$ cat src/rtl/nla_pkg.sv
// Shared constants and FSM state type for the NLA batch scheduler.
package nla_pkg;

  localparam int unsigned NLA_DATA_W     = 32;
  localparam int unsigned NLA_CNT_W      = 13;
  localparam int unsigned NLA_FIFO_DEPTH = 4096;
  localparam logic [31:0] NLA_START_WORD = 32'h7F90_0000;

  typedef enum logic [1:0] {
    ST_IDLE,
    ST_FILL,
    ST_DRAIN,
    ST_WAIT_DONE
  } state_e;

endpackage

$ cat src/rtl/nla_batch_scheduler_skid_buf2.sv
// Two-entry fall-through valid/ready buffer; an arriving word bypasses
// storage when the buffer is empty and the consumer takes it at once.
module nla_skid_buf2 #(
  parameter int unsigned DATA_W = 32
) (
  input  logic              clk_i,
  input  logic              rstn_i,
  input  logic              in_valid_i,
  input  logic [DATA_W-1:0] in_data_i,
  input  logic              out_ready_i,
  output logic              out_valid_o,
  output logic [DATA_W-1:0] out_data_o,
  output logic [1:0]        occ_o
);

  logic [1:0]        cnt_q, cnt_d;
  logic [DATA_W-1:0] d0_q, d0_d, d1_q, d1_d;
  logic              empty, pop, store, deq;

  assign empty       = (cnt_q == 2'd0);
  assign out_valid_o = !empty || in_valid_i;
  assign out_data_o  = (empty && in_valid_i) ? in_data_i : d0_q;
  assign occ_o       = cnt_q;
  assign pop         = out_valid_o && out_ready_i;
  assign store       = in_valid_i && !(empty && pop);
  assign deq         = pop && !empty;

  always_comb begin
    cnt_d = cnt_q;
    d0_d  = d0_q;
    d1_d  = d1_q;
    case ({store, deq})
      2'b10: begin
        if (empty) d0_d = in_data_i;
        else       d1_d = in_data_i;
        cnt_d = cnt_q + 2'd1;
      end
      2'b01: begin
        d0_d  = d1_q;
        cnt_d = cnt_q - 2'd1;
      end
      2'b11: begin
        if (cnt_q == 2'd1) begin
          d0_d = in_data_i;
        end else begin
          d0_d = d1_q;
          d1_d = in_data_i;
        end
      end
      default: ;
    endcase
  end

  always_ff @(posedge clk_i or negedge rstn_i) begin
    if (!rstn_i) begin
      cnt_q <= 2'd0;
      d0_q  <= '0;
      d1_q  <= '0;
    end else begin
      cnt_q <= cnt_d;
      d0_q  <= d0_d;
      d1_q  <= d1_d;
    end
  end

endmodule

$ cat src/rtl/nla_batch_scheduler.sv
// Batch sequencer: host stream -> NLA input FIFO -> engine, one batch at a time,
// delimited by a NaN start marker and closed by the engine's done pulse.
module nla_batch_scheduler
  import nla_pkg::*;
#(
  parameter int unsigned       DATA_W     = NLA_DATA_W,
  parameter int unsigned       CNT_W      = NLA_CNT_W,
  parameter logic [DATA_W-1:0] START_WORD = DATA_W'(NLA_START_WORD)
) (
  input  logic              clk_i,
  input  logic              rstn_i,
  input  logic [CNT_W-1:0]  cfg_len_i,
  input  logic [DATA_W-1:0] s_data_i,
  input  logic              s_valid_i,
  output logic              s_ready_o,
  output logic              fifo_wr_en_o,
  output logic [DATA_W-1:0] fifo_data_o,
  input  logic              fifo_full_i,
  input  logic              fifo_empty_i,
  output logic              fifo_rd_en_o,
  input  logic [DATA_W-1:0] fifo_data_i,
  output logic [DATA_W-1:0] m_data_o,
  output logic              m_valid_o,
  input  logic              m_ready_i,
  input  logic              eng_done_i,
  output logic              busy_o,
  output logic              batch_done_o,
  output logic              err_o
);

  localparam logic [CNT_W-1:0] MAX_LEN = CNT_W'(NLA_FIFO_DEPTH);

  state_e           state_q, state_d;
  logic [CNT_W-1:0] len_q, len_d, wr_cnt_q, wr_cnt_d;
  logic [CNT_W-1:0] rd_cnt_q, rd_cnt_d, out_cnt_q, out_cnt_d;
  logic [CNT_W-1:0] cfg_len_clamped;
  logic             err_q, err_d, done_q, done_d, inflight_q;
  logic             s_hs, is_marker, pop, rd_en;
  logic [1:0]       occ;
  logic [2:0]       pending;

  assign is_marker       = (s_data_i == START_WORD);
  assign cfg_len_clamped = (cfg_len_i > MAX_LEN) ? MAX_LEN : cfg_len_i;
  assign s_ready_o       = (state_q == ST_IDLE) || ((state_q == ST_FILL) && !fifo_full_i);
  assign s_hs            = s_valid_i && s_ready_o;
  assign fifo_wr_en_o    = s_hs && (state_q == ST_FILL) && !is_marker;
  assign fifo_data_o     = fifo_wr_en_o ? s_data_i : '0;

  // Reads in flight plus buffered words must never exceed the two skid slots.
  assign pop     = m_valid_o && m_ready_i;
  assign pending = 3'(inflight_q) + 3'(occ) - 3'(pop);
  assign rd_en   = (state_q == ST_DRAIN) && (rd_cnt_q != len_q) && !fifo_empty_i
                   && (pending < 3'd2);
  assign fifo_rd_en_o = rd_en;

  assign busy_o       = (state_q != ST_IDLE);
  assign batch_done_o = done_q;
  assign err_o        = err_q;

  nla_skid_buf2 #(.DATA_W(DATA_W)) u_skid (
    .clk_i       (clk_i),
    .rstn_i      (rstn_i),
    .in_valid_i  (inflight_q),
    .in_data_i   (fifo_data_i),
    .out_ready_i (m_ready_i),
    .out_valid_o (m_valid_o),
    .out_data_o  (m_data_o),
    .occ_o       (occ)
  );

  always_comb begin
    state_d   = state_q;
    len_d     = len_q;
    wr_cnt_d  = wr_cnt_q;
    rd_cnt_d  = rd_cnt_q;
    out_cnt_d = out_cnt_q;
    err_d     = err_q;
    done_d    = 1'b0;
    case (state_q)
      ST_IDLE: begin
        if (s_hs) begin
          if (is_marker) begin
            len_d     = cfg_len_clamped;
            wr_cnt_d  = '0;
            rd_cnt_d  = '0;
            out_cnt_d = '0;
            if (cfg_len_clamped == '0) done_d = 1'b1;
            else                       state_d = ST_FILL;
          end else begin
            err_d = 1'b1;
          end
        end
      end
      ST_FILL: begin
        if (s_hs) begin
          if (is_marker) begin
            err_d   = 1'b1;
            len_d   = wr_cnt_q;
            state_d = ST_DRAIN;
          end else begin
            wr_cnt_d = wr_cnt_q + CNT_W'(1);
            if (wr_cnt_d == len_q) state_d = ST_DRAIN;
          end
        end
      end
      ST_DRAIN: begin
        if (rd_en) rd_cnt_d = rd_cnt_q + CNT_W'(1);
        if (pop)   out_cnt_d = out_cnt_q + CNT_W'(1);
        if (out_cnt_d == len_q) state_d = ST_WAIT_DONE;
      end
      ST_WAIT_DONE: begin
        if (eng_done_i) begin
          done_d  = 1'b1;
          state_d = ST_IDLE;
        end
      end
      default: state_d = ST_IDLE;
    endcase
    if (eng_done_i && (state_q != ST_WAIT_DONE)) err_d = 1'b1;
  end

  always_ff @(posedge clk_i or negedge rstn_i) begin
    if (!rstn_i) begin
      state_q    <= ST_IDLE;
      len_q      <= '0;
      wr_cnt_q   <= '0;
      rd_cnt_q   <= '0;
      out_cnt_q  <= '0;
      err_q      <= 1'b0;
      done_q     <= 1'b0;
      inflight_q <= 1'b0;
    end else begin
      state_q    <= state_d;
      len_q      <= len_d;
      wr_cnt_q   <= wr_cnt_d;
      rd_cnt_q   <= rd_cnt_d;
      out_cnt_q  <= out_cnt_d;
      err_q      <= err_d;
      done_q     <= done_d;
      inflight_q <= rd_en;
    end
  end

endmodule

$ cat config.mk
export PLATFORM = sky130hd
export DESIGN_NAME = nla_batch_scheduler
export DESIGN_NICKNAME = d
export VERILOG_FILES = /design/src/rtl/nla_pkg.sv /design/src/rtl/nla_batch_scheduler_skid_buf2.sv /design/src/rtl/nla_batch_scheduler.sv
export SDC_FILE = /design/constraint.sdc
export NUM_CORES = 1
export LEC_CHECK = 0
export BUFFER_PORTS_ARGS = -buffer_cell sky130_fd_sc_hd__buf_2
export CORE_ASPECT_RATIO = 1.75
export CORE_MARGIN = 4
export CORE_UTILIZATION = 60
export DETAILED_ROUTE_END_ITERATION = 8
export GPL_TIMING_DRIVEN = 0
export MAX_ROUTING_LAYER = met4
export PLACE_DENSITY = 0.86
export SLEW_MARGIN = 25
export SYNTH_ARGS = -nofsm -noshare
export SYNTH_HDL_FRONTEND = slang
export SYNTH_SLANG_ARGS = --single-unit
$ cat constraint.sdc
create_clock -name clk_i -period 6 [get_ports clk_i]
set_clock_uncertainty 0.05 [all_clocks]
set_input_delay 0.9 -clock clk_i [delete_from_list [all_inputs] [get_ports clk_i]]
set_output_delay 0.9 -clock clk_i [all_outputs]
set_load 0.01 [all_outputs]
* Word level (Yosys, flattened, before mapping)
Index checks and enable logic that the tools add are counted.
** Word-level totals
- Bits in registers :: 123
- Output and inout port bits :: 71
** Operators by class
- $add $sub $neg :: 7
- Order comparisons :: 2
- Equal/unequal tests :: 29
- Multiplexer cells :: 45
- Reduce and logical (&&, ||, !) cells :: 38
** Operators with widths (count)
- $mux 32 :: 6
- $mux 13 :: 12
- $pmux 13 s2 :: 4
- $pmux 32 s3 :: 1
- $pmux 32 s2 :: 1
- $add 13x1->13 const B :: 3
- $eq 32x31->1 const B :: 1
- $eq 13x13->1 :: 2
- $ne 2x2->1 const B :: 11
- $mux 2 :: 8
- $ne 3x2->1 const B :: 5
- $reduce_and 5->1 :: 3
- $gt 13x13->1 const B :: 1
- $logic_and 1x1->1 :: 13
- $logic_not 13->1 :: 1
- $ne 13x13->1 :: 1
- $reduce_bool 2->1 :: 5
- $mux 1 :: 9
- $eq 2x2->1 const B :: 4
- $pmux 2 s4 :: 1
- $reduce_and 7->1 :: 1
- $eq 2x1->1 const B :: 3
- $reduce_and 3->1 :: 2
- $reduce_bool 3->1 :: 2
- 13 further kinds :: 21

* Logic depth before layout (Yosys ltp)
Gate-level depths: netlist of the first run.
- Depth after elaboration :: 10
- Gate-level depth with buffers :: 16
- Depth with buffers taken out :: 14

* Hierarchy
Synthesis of the first run repeated with hierarchy kept, for this count alone.
** Second synthesis, totals
- Cells, all modules :: 774
- Area total of the unflattened synthesis :: 7697.4 µm²
** Modules (own cells, without submodules)
- nla_batch_scheduler :: times used 1, cells an instance 540, area an instance 4438.0 µm², sequential area each 1426.4 µm²
- nla_skid_buf2 :: times used 1, cells an instance 234, area an instance 3259.4 µm², sequential area each 1651.6 µm²

* Least setup slack after synthesis of the first run
Ideal clock, no wire load.
- Kind :: register to register
- From :: register u_skid.cnt_q[1], in the netlist u_skid.occ_o[1]
- To :: register rd_cnt_q[8]
- Setup time :: 0.110 ns
- Arrival time :: 3.456 ns
- Setup slack :: 2.384 ns
- Stages on the path, launching flop included :: 16
- Clock period less this slack :: 3.616 ns
- Cell sequence :: dfrtp_1 inv_1 ha_1 nor2b_1 inv_1 and2_0 clkbuf_1 ha_1 nor2_1 fa_1 nor3_1 and3_1 o2bb2ai_1 or2_2 buf_2 o41ai_1
** Between the ends
- Word-level cells in the longest chain between the ends :: 9
- Elaborated cells on any way between the ends :: 10
- Classes of those cells :: add/sub (2); order compare (1); eq/ne (1); reduce/logical (6)
** RTL lines
- start: declaration :: RTL line nla_batch_scheduler_skid_buf2.sv:16 : logic [1:0] cnt_q, cnt_d;
- start signal: assignment :: RTL line nla_batch_scheduler_skid_buf2.sv:60 : cnt_q <= cnt_d;
- $logic_not 2->1 :: RTL line nla_batch_scheduler_skid_buf2.sv:20 : assign empty = (cnt_q == 2'd0);
- $logic_not 1->1 :: RTL line nla_batch_scheduler_skid_buf2.sv:21 : assign out_valid_o = !empty || in_valid_i;
- $logic_or 1x1->1 :: RTL line nla_batch_scheduler_skid_buf2.sv:21
- via m_valid_o :: RTL line nla_batch_scheduler.sv:23 : output logic m_valid_o,
- $logic_and 1x1->1 :: RTL line nla_batch_scheduler.sv:50 : assign pop = m_valid_o && m_ready_i;
- $sub 3x1->3 :: RTL line nla_batch_scheduler.sv:51 : assign pending = 3'(inflight_q) + 3'(occ) - 3'(pop);
- $lt 3x2->1 :: RTL line nla_batch_scheduler.sv:53 : && (pending < 3'd2);
- $logic_and 1x1->1 :: RTL line nla_batch_scheduler.sv:53
- via fifo_rd_en_o :: RTL line nla_batch_scheduler.sv:20 : output logic fifo_rd_en_o,
- $ne 2x2->1 (no line)
- $reduce_and 4->1 (no line)
- end signal: assignment :: RTL line nla_batch_scheduler.sv:136 : rd_cnt_q <= rd_cnt_d;
- end: declaration :: RTL line nla_batch_scheduler.sv:35 : logic [CNT_W-1:0] rd_cnt_q, rd_cnt_d, out_cnt_q, out_cnt_d;
The timed path passes the listed nets, and every way through them passes these cells.
A chain may end at the register's enable or synchronous reset.

* Final worst setup path of the first run
- From :: register u_skid.cnt_q[1], in the netlist u_skid.occ_o[1]
- To :: output fifo_rd_en_o
** Between the ends
- Word-level cells in the longest chain between the ends :: 7
- Elaborated cells on any way between the ends :: 8
- Classes of those cells :: add/sub (2); order compare (1); reduce/logical (5)
** RTL lines (RTL line)
- $logic_not 2->1 :: nla_batch_scheduler_skid_buf2.sv:20
- $logic_not 1->1 :: nla_batch_scheduler_skid_buf2.sv:21
- $logic_or 1x1->1 :: nla_batch_scheduler_skid_buf2.sv:21
- $logic_and 1x1->1 :: nla_batch_scheduler.sv:50
- $sub 3x1->3 * :: nla_batch_scheduler.sv:51
- $lt 3x2->1 * :: nla_batch_scheduler.sv:53
- $logic_and 1x1->1 * :: nla_batch_scheduler.sv:53
- end: declaration :: nla_batch_scheduler.sv:20
Mark *: on every way between the ends. The rest lies on a longest branch, timed or not.

==> run_results.csv, run 1 <==
group,metric,value,unit
timing,hold_viol_final,0,
critical_path,rr_endpoint,"rd_cnt_q[8]$_DFFE_PN0P_",
status,outcome,"complete, no violations",
critical_path,cp_cell_sequence,"inv_1, ha_1, nor2b_1, inv_1, and2_0, clkbuf_1, ha_1, nor2_1, fa_1, nor3_1, and3_1, buf_2",
clock_tree,postCtsSetupRepairBufs,0,
placement,gp_congestion,0.999,
worst_hold_path,min-delay-path-class,"input port to async pin",
finish,final_nets,1044,
critical_path,cpPeakStageDelay,0.44,ns
drt,viasPerCell,6.01,
logic_synthesis,synth_area,7400,um2
clock_tree,clock_insertion_delay_worst_skew,0.42,ns
floorplanning,initial_core_util,0.613,
placement,pre_cts_slack,1.75,ns
finish,num_antenna_cells,0,
grt,grt_max_degree,78,
logic_synthesis,postSynthCellCount,777,
logic_synthesis,synth_area_leader_cell,"dfrtp_1",
grt,grt_pass1_vias,6976,
drt,top_layer,"met4",
floorplanning,die-area,14200,um2
drt,ant_nets,0,
drt,drc,0,
critical_path,arrival,3.75,ns
critical_path,critical-path-top-delay-family,"simple AND/OR/NAND/NOR gates",
grt,antenna_found_initial,0,
clock_tree,root_buffer,"clkbuf_16",
logic_synthesis,synth_common_cells,"dfrtp_1 (123), mux2_2 (65), o21ai_0 (61)",
drt,vias,6773,
timing,rsz0062_at_grt,"no",
grt,grt-ovfl-total,0,
timing,setup_ws,1.30,ns
critical_path,r2r_slack,1.62,ns
logic_synthesis,synth_seq_area_share,0.416,
clock_tree,clk_path_buf_depth,2,
critical_path,critPathMaxFanout,8,
logic_synthesis,synth_edf_count,0,
critical_path,crit_path_end_kind,"output port",
logic_synthesis,synth_most_common_cell,"dfrtp_1",
finish,fillers,880,
power,ir_drop,272,uV
critical_path,crit_end,"fifo_rd_en_o",
power,power_density,443,nW/um2
logic_synthesis,syn-num-nets,872,
drt,dr.pass1.iters,6,
logic_synthesis,yosysWarningCount,0,
drt,wl_met2,11300,um
clock_tree,clock_sinks,123,
critical_path,critPathSlowestCell,"fa_1",
run,cap_violations,0,
critical_path,path_class,"flop to output port",
timing,tightest_slew,0.770,ns
critical_path,critPathLaunch,"u_skid.occ_o[1]$_DFFE_PN0P_",
floorplanning,coreArea,12100,um2
critical_path,cp.depth,12,
timing,layout_min_cycle_time,4.70,ns
critical_path,required,5.05,ns
finish,area_growth,21.6,%
grt,grt_pass1_wl,34200,um
timing,whs,0.300,ns
clock_tree,clkSlewWorstSetupHoldPaths,0.07,ns
drt,met1_length,7670,um
finish,drive_above_1_share,0.280,
timing,relSlewSlack,0.486,
logic_synthesis,yosysTopAreaCellShare,0.416,
timing,max_freq,213,MHz
clock_tree,holdBufCountCts,0,
floorplanning,dieWidth,92.0,um
clock_tree,cts-resized-gates,0,
floorplanning,dieHeight,155,um
logic_synthesis,yosys_most_used_dff,"dfrtp_1",
logic_synthesis,synth_seq_cells,123,
critical_path,r2r_start,"u_skid.occ_o[1]$_DFFE_PN0P_",
timing,tns,0,ns
logic_synthesis,postSynthAreaPerCell,9.52,um2
clock_tree,htree_levels,4,
timing,setup_viol,0,
timing,period_share,0.784,
power,leakage,4.13,nW
placement,port_buffers,152,
drt,drt-initial-drc-count,432,
grt,track_usage,0.311,
floorplanning,rows,53,
drt,met3_length,1230,um
clock_tree,cts_tree,"yes",
drt,avgRoutedWirePerCell,18.7,um
logic_synthesis,ys_async_sr_fraction,1.00,
logic_synthesis,netlist_top_cells_area,"dfrtp_1 (42%), mux2_2 (9.9%), mux2i_1 (4.9%), xnor2_1 (4.1%), o21ai_0 (4.1%)",
clock_tree,cts_made_buffers,17,
drt,wl,21100,um
logic_synthesis,ys_types,63,
placement,hpwl,15400,um
timing,slew_viol_final,0,
critical_path,cp_num_buf_inv,4,
floorplanning,ioPinCount,155,
critical_path,r2r_cells,15,
critical_path,critPathLaunchType,"flop",
==> registers in the layout, summed over array words and instances, names as in the netlist, 2 cells and up <==
| register | count |
|---|---|
| u_skid.occ_o | 2 |
| out_cnt_q | 13 |
| u_skid.d1_q | 32 |
| u_skid.d0_q | 32 |
| rd_cnt_q | 13 |
| state_q | 2 |
| wr_cnt_q | 13 |
| len_q | 13 |
==> metrics by stage <==
| step | instances | power, mW | util | instance area (um2) |
|---|---|---|---|---|
| floorplan | 777 | 2.41 | - | 7400 |
| global placement | 1094 | 2.84 | 0.693 | 8370 |
| detailed placement | 1095 | 2.92 | 0.696 | 8410 |
| CTS | 1127 | 3.99 | 0.746 | 9000 |
| global route | 1127 | 4.24 | 0.746 | 9000 |
| finish | 1127 | 3.99 | 0.746 | 9000 |
==> worst reg2reg max path: stages (launching register included) <==
cell       delay (ns)
dfrtp_1          0.41
inv_1            0.14
ha_1             0.25
nor2b_1          0.37
inv_1            0.13
and2_0           0.17
clkbuf_1         0.19
ha_1             0.34
nor2_1           0.14
fa_1             0.44
nor3_1           0.26
and3_1           0.32
o2bb2ai_1        0.26
or2_2            0.34
buf_2            0.19
o41ai_1          0.26
==> how the worst min path moves through the flow <==
stage	start	end	cells past startpoint	slack, ns
floorplan	out_cnt_q[12]$_DFFE_PN0P_	out_cnt_q[12]$_DFFE_PN0P_	1	0.43
global placement	err_o$_DFFE_PN0P_	err_o$_DFFE_PN0P_	1	0.42
detailed placement	err_o$_DFFE_PN0P_	err_o$_DFFE_PN0P_	1	0.43
CTS	rstn_i	u_skid.d1_q[18]$_DFFE_PN0P_	1	0.32
global route	rstn_i	u_skid.d1_q[18]$_DFFE_PN0P_	1	0.33
finish	rstn_i	u_skid.d1_q[18]$_DFFE_PN0P_	1	0.30
==> area by class of cell <==
class,count,area (um2),area share
Buffer,50,201,0.0224
Sequential cell,123,3080,0.342
Inverter,21,78.8,0.00876
Tap cell,165,206,0.0229
Timing Repair Buffer,153,798,0.0887
Multi-Input combinational cell,583,4040,0.449
Clock buffer,17,425,0.0473
Clock inverter,15,169,0.0188
==> kinds of logic (layout without fill, tap and decap cells) <==
group,after synthesis,count (layout),synth area share
mux,102,102,0.150
xor+xnor,52,52,0.0615
compound gates,173,173,0.142
fa+ha+maj,11,11,0.0196
simple gates,245,245,0.173
buf+inv,71,256,0.0379
flops,123,123,0.416
==> placed cells by master, fill, tap and decap left out, types with 23 or more instances in the layout <==
cell | synthesis | layout
mux2_2 | 65 | 65
nand2_1 | 52 | 52
o31ai_1 | 23 | 23
nor2_1 | 60 | 60
dfrtp_1 | 123 | 123
buf_2 | 5 | 156
clkbuf_1 | 37 | 37
mux2i_1 | 36 | 36
xnor2_1 | 35 | 35
and2_1 | 37 | 37
a21oi_1 | 49 | 49
o21ai_0 | 61 | 61
==> report_power, final <==
| group | total [mW] | switching, mW | internal (mW) |
|---|---|---|---|
| Clock | 1.03 | 0.435 | 0.593 |
| Sequential | 1.32 | 0.209 | 1.11 |
| Combinational | 1.64 | 0.912 | 0.727 |
| Total | 3.99 | 1.56 | 2.43 |
==> per-layer routing <==
| layer | GRT usage | vias to the layer above |
|---|---|---|
| met1 | 0.335 | 3249 |
| met3 | 0.0755 | 87 |
| met5 | - | - |
| met4 | 0.144 | 0 |
| met2 | 0.538 | 302 |
| li1 | - | 3135 |
Note: power is estimated with default switching activity, not from simulation.
==> run 2, diff against run 1 <==
Settings changed: CORE_UTILIZATION 60 to 56, PLACE_DENSITY 0.86 to 0.81.
Clock period 6 ns to 4.9 ns, I/O delays scaled along.
==> run 2 against run 1 <==
Power up 18%. Critical path depth did not move. Register-to-register slack got worse by 0.99 ns. Critical path type unchanged. Largest cell class unchanged.
==> run_results.csv, run 2 (synthesis gave the netlist of run 1 again) <==
group,metric,value,unit
critical_path,critPathSlowestCell,"fa_1",
critical_path,path_class,"flop to output port",
grt,antenna_found_initial,0,
floorplanning,rows,55,
worst_hold_path,min-delay-path-class,"input port to async pin",
grt,grt_pass1_wl,31100,um
timing,whs,0.179,ns
drt,ant_nets,0,
grt,grt-ovfl-total,0,
drt,avgRoutedWirePerCell,16.8,um
floorplanning,coreArea,12900,um2
drt,viasPerCell,5.77,
power,intPower,2.91,mW
timing,rsz0062_at_grt,"no",
power,leakage,4.10,nW
finish,largest_registers,"u_skid.d0_q: 32 flops, u_skid.d1_q: 32 flops",
timing,setup_viol,0,
clock_tree,clock_insertion_delay_worst_skew,0.41,ns
placement,gp_congestion,0.909,
floorplanning,initial_core_util,0.572,
grt,track_usage,0.262,
clock_tree,clkSlewWorstSetupHoldPaths,0.06,ns
run,cap_violations,0,
placement,port_buffers,152,
timing,relSlewSlack,0.446,
critical_path,cp_cell_sequence,"inv_1, ha_1, nor2b_1, inv_1, and2_0, clkbuf_1, ha_1, nor2_1, fa_1, nor3_1, and3_1, buf_2",
critical_path,cpPeakStageDelay,0.42,ns
critical_path,critical-path-top-delay-family,"simple AND/OR/NAND/NOR gates",
floorplanning,dieHeight,160,um
power,swShare,0.383,
power,seqPwrFrac,0.339,
clock_tree,clk_path_buf_depth,2,
floorplanning,ioPinCount,155,
critical_path,critPathMaxFanout,8,
grt,grt_pass1_vias,6657,
timing,period_share,0.917,
clock_tree,htree_levels,4,
critical_path,r2r_start,"u_skid.occ_o[1]$_DFFE_PN0P_",
timing,max_freq,223,MHz
finish,final_nets,1044,
finish,final_cell_mix,"buf_2 (156), dfrtp_1 (123), mux2_2 (65)",
drt,drt-initial-drc-count,326,
power,clkPwrFrac,0.244,
critical_path,arrival,3.71,ns
finish,area_growth,21.1,%
finish,drive_above_1_share,0.280,
critical_path,r2r_cells,15,
timing,slew_viol_final,0,
clock_tree,clock_sinks,123,
placement,pre_cts_slack,0.606,ns
clock_tree,cts_made_buffers,17,
finish,final_common_cell,"buf_2",
critical_path,rr_endpoint,"rd_cnt_q[6]$_DFFE_PN0P_",
timing,tightest_slew,0.826,ns
clock_tree,postCtsSetupRepairBufs,0,
power,power_density,527,nW/um2
drt,drc,0,
floorplanning,die-area,15200,um2
clock_tree,root_buffer,"clkbuf_16",
finish,multi_input_area,4040,um2
critical_path,r2r_slack,0.63,ns
critical_path,crit_path_end_kind,"output port",
timing,setup_ws,0.408,ns
power,total_power,4.72,mW
clock_tree,cts_tree,"yes",
finish,fillers,1034,
critical_path,required,4.12,ns
power,power_switching,1.81,mW
power,p_comb_frac,0.417,
clock_tree,holdBufCountCts,0,
floorplanning,dieWidth,94.9,um
timing,hold_viol_final,0,
timing,layout_min_cycle_time,4.49,ns
drt,wl,19000,um
drt,dr.pass1.iters,5,
grt,grt_max_degree,71,
drt,vias,6538,
status,outcome,"complete, no violations",
placement,hpwl,14400,um
finish,num_antenna_cells,0,
critical_path,cp_num_buf_inv,4,
critical_path,critPathLaunchType,"flop",
finish,regArea,3080,um2
clock_tree,cts-resized-gates,0,
timing,tns,0,ns
power,ir_drop,279,uV
-- run 2: through the flow --
| step | util | std cells | cell area [um2] |
|---|---|---|---|
| floorplan | - | 777 | 7400 |
| global placement | 0.647 | 1100 | 8380 |
| detailed placement | 0.650 | 1101 | 8410 |
| CTS | 0.693 | 1133 | 8960 |
| global route | 0.693 | 1133 | 8960 |
| finish | 0.693 | 1133 | 8960 |
-- run 2: how the worst max path moves through the flow --
stage | from | end | slack (ns) | cells past startpoint
floorplan | u_skid.occ_o[1]$_DFFE_PN0P_ | rd_cnt_q[8]$_DFFE_PN0P_ | 1.28 | 15
global placement | u_skid.occ_o[1]$_DFFE_PN0P_ | rd_cnt_q[11]$_DFFE_PN0P_ | 0.68 | 15
detailed placement | u_skid.occ_o[1]$_DFFE_PN0P_ | rd_cnt_q[6]$_DFFE_PN0P_ | 0.61 | 15
CTS | u_skid.occ_o[1]$_DFFE_PN0P_ | fifo_rd_en_o | 0.37 | 12
global route | u_skid.occ_o[1]$_DFFE_PN0P_ | fifo_rd_en_o | 0.15 | 12
finish | u_skid.occ_o[1]$_DFFE_PN0P_ | fifo_rd_en_o | 0.41 | 12
-- run 2: layout make-up --
type / instances / area share
Clock buffer: 18 / 0.0490
Inverter: 21 / 0.00880
Clock inverter: 14 / 0.0123
Tap cell: 171 / 0.0239
Multi-Input combinational cell: 583 / 0.451
Buffer: 50 / 0.0225
Timing Repair Buffer: 153 / 0.0891
Sequential cell: 123 / 0.343
-- run 2: routing by layer --
layer,global-route usage,up-vias,part of all wire
met2,0.471,210,0.55
li1,-,3119,-
met3,0.0391,59,0.045
met1,0.274,3150,0.37
met4,0.120,0,0.041
met5,-,-,0
-- run 2: power groups by stage --
stage | combinational [mW] | clock [mW] | sequential [mW]
global route | 2.19 | 1.21 | 1.64
global placement | 1.90 | 0 | 1.59
CTS | 1.98 | 1.16 | 1.60
floorplan | 1.41 | 0 | 1.53
finish | 1.97 | 1.15 | 1.60
detailed placement | 1.96 | 0 | 1.61
==> run 3, diff against run 2 <==
Settings changed: ABC_AREA set to 1.
==> run 3 against run 2 <==
Wire length is 30% higher. Register-to-register slack better by 1.1 ns. Non-clock buffer count is 1 lower. Via count is 27% higher. Synthesized area is 4.4% higher. Synthesized cell count is 46% higher. Worst setup slack better by 0.70 ns. Worst hold slack better by 0.0067 ns. Clock-buffer cell count stayed put. Flip-flop and latch count stayed put. Power is 19% lower. Critical path type unchanged. Critical endpoint unchanged.
==> run_results.csv, run 3 <==
group,metric,value,unit
status,outcome,"complete, no violations",
logic_synthesis,synth_area_leader_cell,"dfrtp_1",
logic_synthesis,synth_area,7730,um2
worst_hold_path,min-delay-path-class,"input port to async pin",
placement,gp_congestion,1.01,
critical_path,r2r_cells,14,
finish,final_common_cell,"nand2_1",
logic_synthesis,synth_seq_cells,123,
critical_path,critPathLaunchType,"flop",
grt,track_usage,0.326,
grt,antenna_found_initial,0,
logic_synthesis,synth_most_common_cell,"nand2_1",
logic_synthesis,yosys_most_used_dff,"dfrtp_1",
drt,wl,24700,um
power,ir_drop,353,uV
logic_synthesis,netlist_top_cells_area,"dfrtp_1 (40%), nand2_1 (17%), nand3_1 (7.1%), inv_1 (6.5%), nor2_1 (6.1%)",
logic_synthesis,syn-num-nets,1233,
drt,ant_nets,0,
finish,area_growth,21.2,%
drt,drc,0,
placement,port_buffers,154,
placement,dp_cells,1467,
power,clkPwrFrac,0.345,
grt,grt_max_degree,66,
floorplanning,initial_core_util,0.574,
placement,hpwl,19000,um
run,cap_violations,0,
timing,whs,0.186,ns
clock_tree,clock_insertion_delay_worst_skew,0.42,ns
floorplanning,rows,56,
finish,final_cell_mix,"nand2_1 (341), buf_2 (168), inv_1 (134)",
power,seqPwrFrac,0.360,
clock_tree,clock_sinks,123,
finish,regArea,3080,um2
logic_synthesis,ys_types,36,
clock_tree,postCtsSetupRepairBufs,0,
timing,layout_min_cycle_time,3.80,ns
floorplanning,die-area,15800,um2
clock_tree,clk_path_buf_depth,2,
clock_tree,cts_tree,"yes",
critical_path,arrival,3.01,ns
floorplanning,coreArea,13500,um2
power,power_switching,1.38,mW
critical_path,crit_path_end_kind,"output port",
logic_synthesis,yosysTopAreaCellShare,0.398,
floorplanning,dieHeight,163,um
logic_synthesis,postSynthCellCount,1138,
finish,fillers,1236,
logic_synthesis,ys_async_sr_fraction,1.00,
logic_synthesis,synth_common_cells,"nand2_1 (341), inv_1 (134), nor2_1 (125)",
finish,multi_input_area,3910,um2
logic_synthesis,yosysWarningCount,0,
grt,grt-ovfl-total,0,
timing,tightest_slew,0.574,ns
logic_synthesis,postSynthAreaPerCell,6.79,um2
finish,drive_above_1_share,0.174,
logic_synthesis,synth_edf_count,0,
critical_path,critPathMaxFanout,9,
finish,final_cell_count_no_fill,1499,
timing,hold_viol_final,0,
timing,tns,0,ns
power,swShare,0.361,
critical_path,path_class,"flop to output port",
clock_tree,root_buffer,"clkbuf_16",
grt,grt_pass1_wl,40000,um
clock_tree,cts-resized-gates,0,
drt,drt-initial-drc-count,512,
clock_tree,holdBufCountCts,0,
power,intPower,2.45,mW
logic_synthesis,synth_seq_area_share,0.398,
power,power_density,409,nW/um2
finish,largest_registers,"u_skid.d0_q: 32 flops, u_skid.d1_q: 32 flops",
floorplanning,dieWidth,96.8,um
clock_tree,htree_levels,4,
clock_tree,cts_made_buffers,17,
drt,viasPerCell,5.52,
timing,relSlewSlack,0.615,
timing,period_share,0.775,
timing,setup_viol,0,
drt,avgRoutedWirePerCell,16.5,um
power,leakage,5.00,nW
floorplanning,ioPinCount,155,
timing,slew_viol_final,0,
critical_path,required,4.12,ns
clock_tree,clkSlewWorstSetupHoldPaths,0.06,ns
timing,rsz0062_at_grt,"no",
grt,grt_pass1_vias,8392,
drt,dr.pass1.iters,5,
power,p_comb_frac,0.295,
finish,num_antenna_cells,0,
finish,final_nets,1407,
timing,max_freq,263,MHz
drt,vias,8280,
[run 3: area by class of cell]
type	instances	area share
Buffer	47	0.0220
Tap cell	174	0.0232
Clock buffer	18	0.0458
Sequential cell	123	0.329
Clock inverter	14	0.0196
Timing Repair Buffer	155	0.0863
Multi-Input combinational cell	828	0.418
Inverter	140	0.0564
[run 3: cell families after synthesis]
group           Yosys count  share of synthesized area
compound gates          169                      0.121
buf+inv                 187                     0.0951
fa+ha+maj                11                     0.0188
xor+xnor                 18                     0.0204
flops                   123                      0.398
simple gates            630                      0.346
[run 3: worst paths after layout]
path | start | to | slack [ns]
setup / recovery | u_skid.occ_o[1]$_DFFE_PN0P_ | fifo_rd_en_o | 1.10
hold / removal | rstn_i | err_o$_DFFE_PN0P_ | 0.19
setup reg to reg | u_skid.occ_o[1]$_DFFE_PN0P_ | rd_cnt_q[5]$_DFFE_PN0P_ | 1.74
hold reg to reg | err_o$_DFFE_PN0P_ | err_o$_DFFE_PN0P_ | 0.43
max in group asynchronous | rstn_i | rd_cnt_q[1]$_DFFE_PN0P_ | 3.93
min in group clk_i | err_o$_DFFE_PN0P_ | err_o$_DFFE_PN0P_ | 0.43
[run 3: stage by stage]
step                      utilization  area, um2  power [mW]  setup WS (ns)
after global routing            0.696       9370        4.06          0.921
after floorplan                     -       7730        2.08           1.93
after CTS                       0.696       9370        3.83           1.09
final                           0.696       9370        3.83           1.10
after global placement          0.648       8710        2.48           1.37
after detailed placement        0.651       8750        2.51           1.40
[run 3: power groups by stage]
| stage | clock network (mW) | registers (mW) | logic (mW) |
|---|---|---|---|
| final | 1.32 | 1.38 | 1.13 |
| after global placement | 0 | 1.38 | 1.10 |
| after detailed placement | 0 | 1.39 | 1.12 |
| after floorplan | 0 | 1.33 | 0.746 |
| after global routing | 1.37 | 1.40 | 1.29 |
| after CTS | 1.32 | 1.37 | 1.13 |
[run 3: worst max-delay path: stages (launching register included)]
cell     delay [ns]
dfrtp_1        0.38
inv_1          0.10
ha_1           0.18
buf_2          0.17
a21oi_4        0.28
ha_1           0.28
nor2_1         0.13
fa_1           0.42
nor3_1         0.17
nand3_1        0.21
inv_1          0.12
buf_2          0.15
[run 3: per-layer routing]
layer | track usage | part of all wire | up-vias
li1 | - | - | 4028
met2 | 0.592 | 0.54 | 324
met5 | - | 0 | -
met4 | 0.204 | 0.060 | 0
met1 | 0.326 | 0.35 | 3825
met3 | 0.0440 | 0.048 | 103
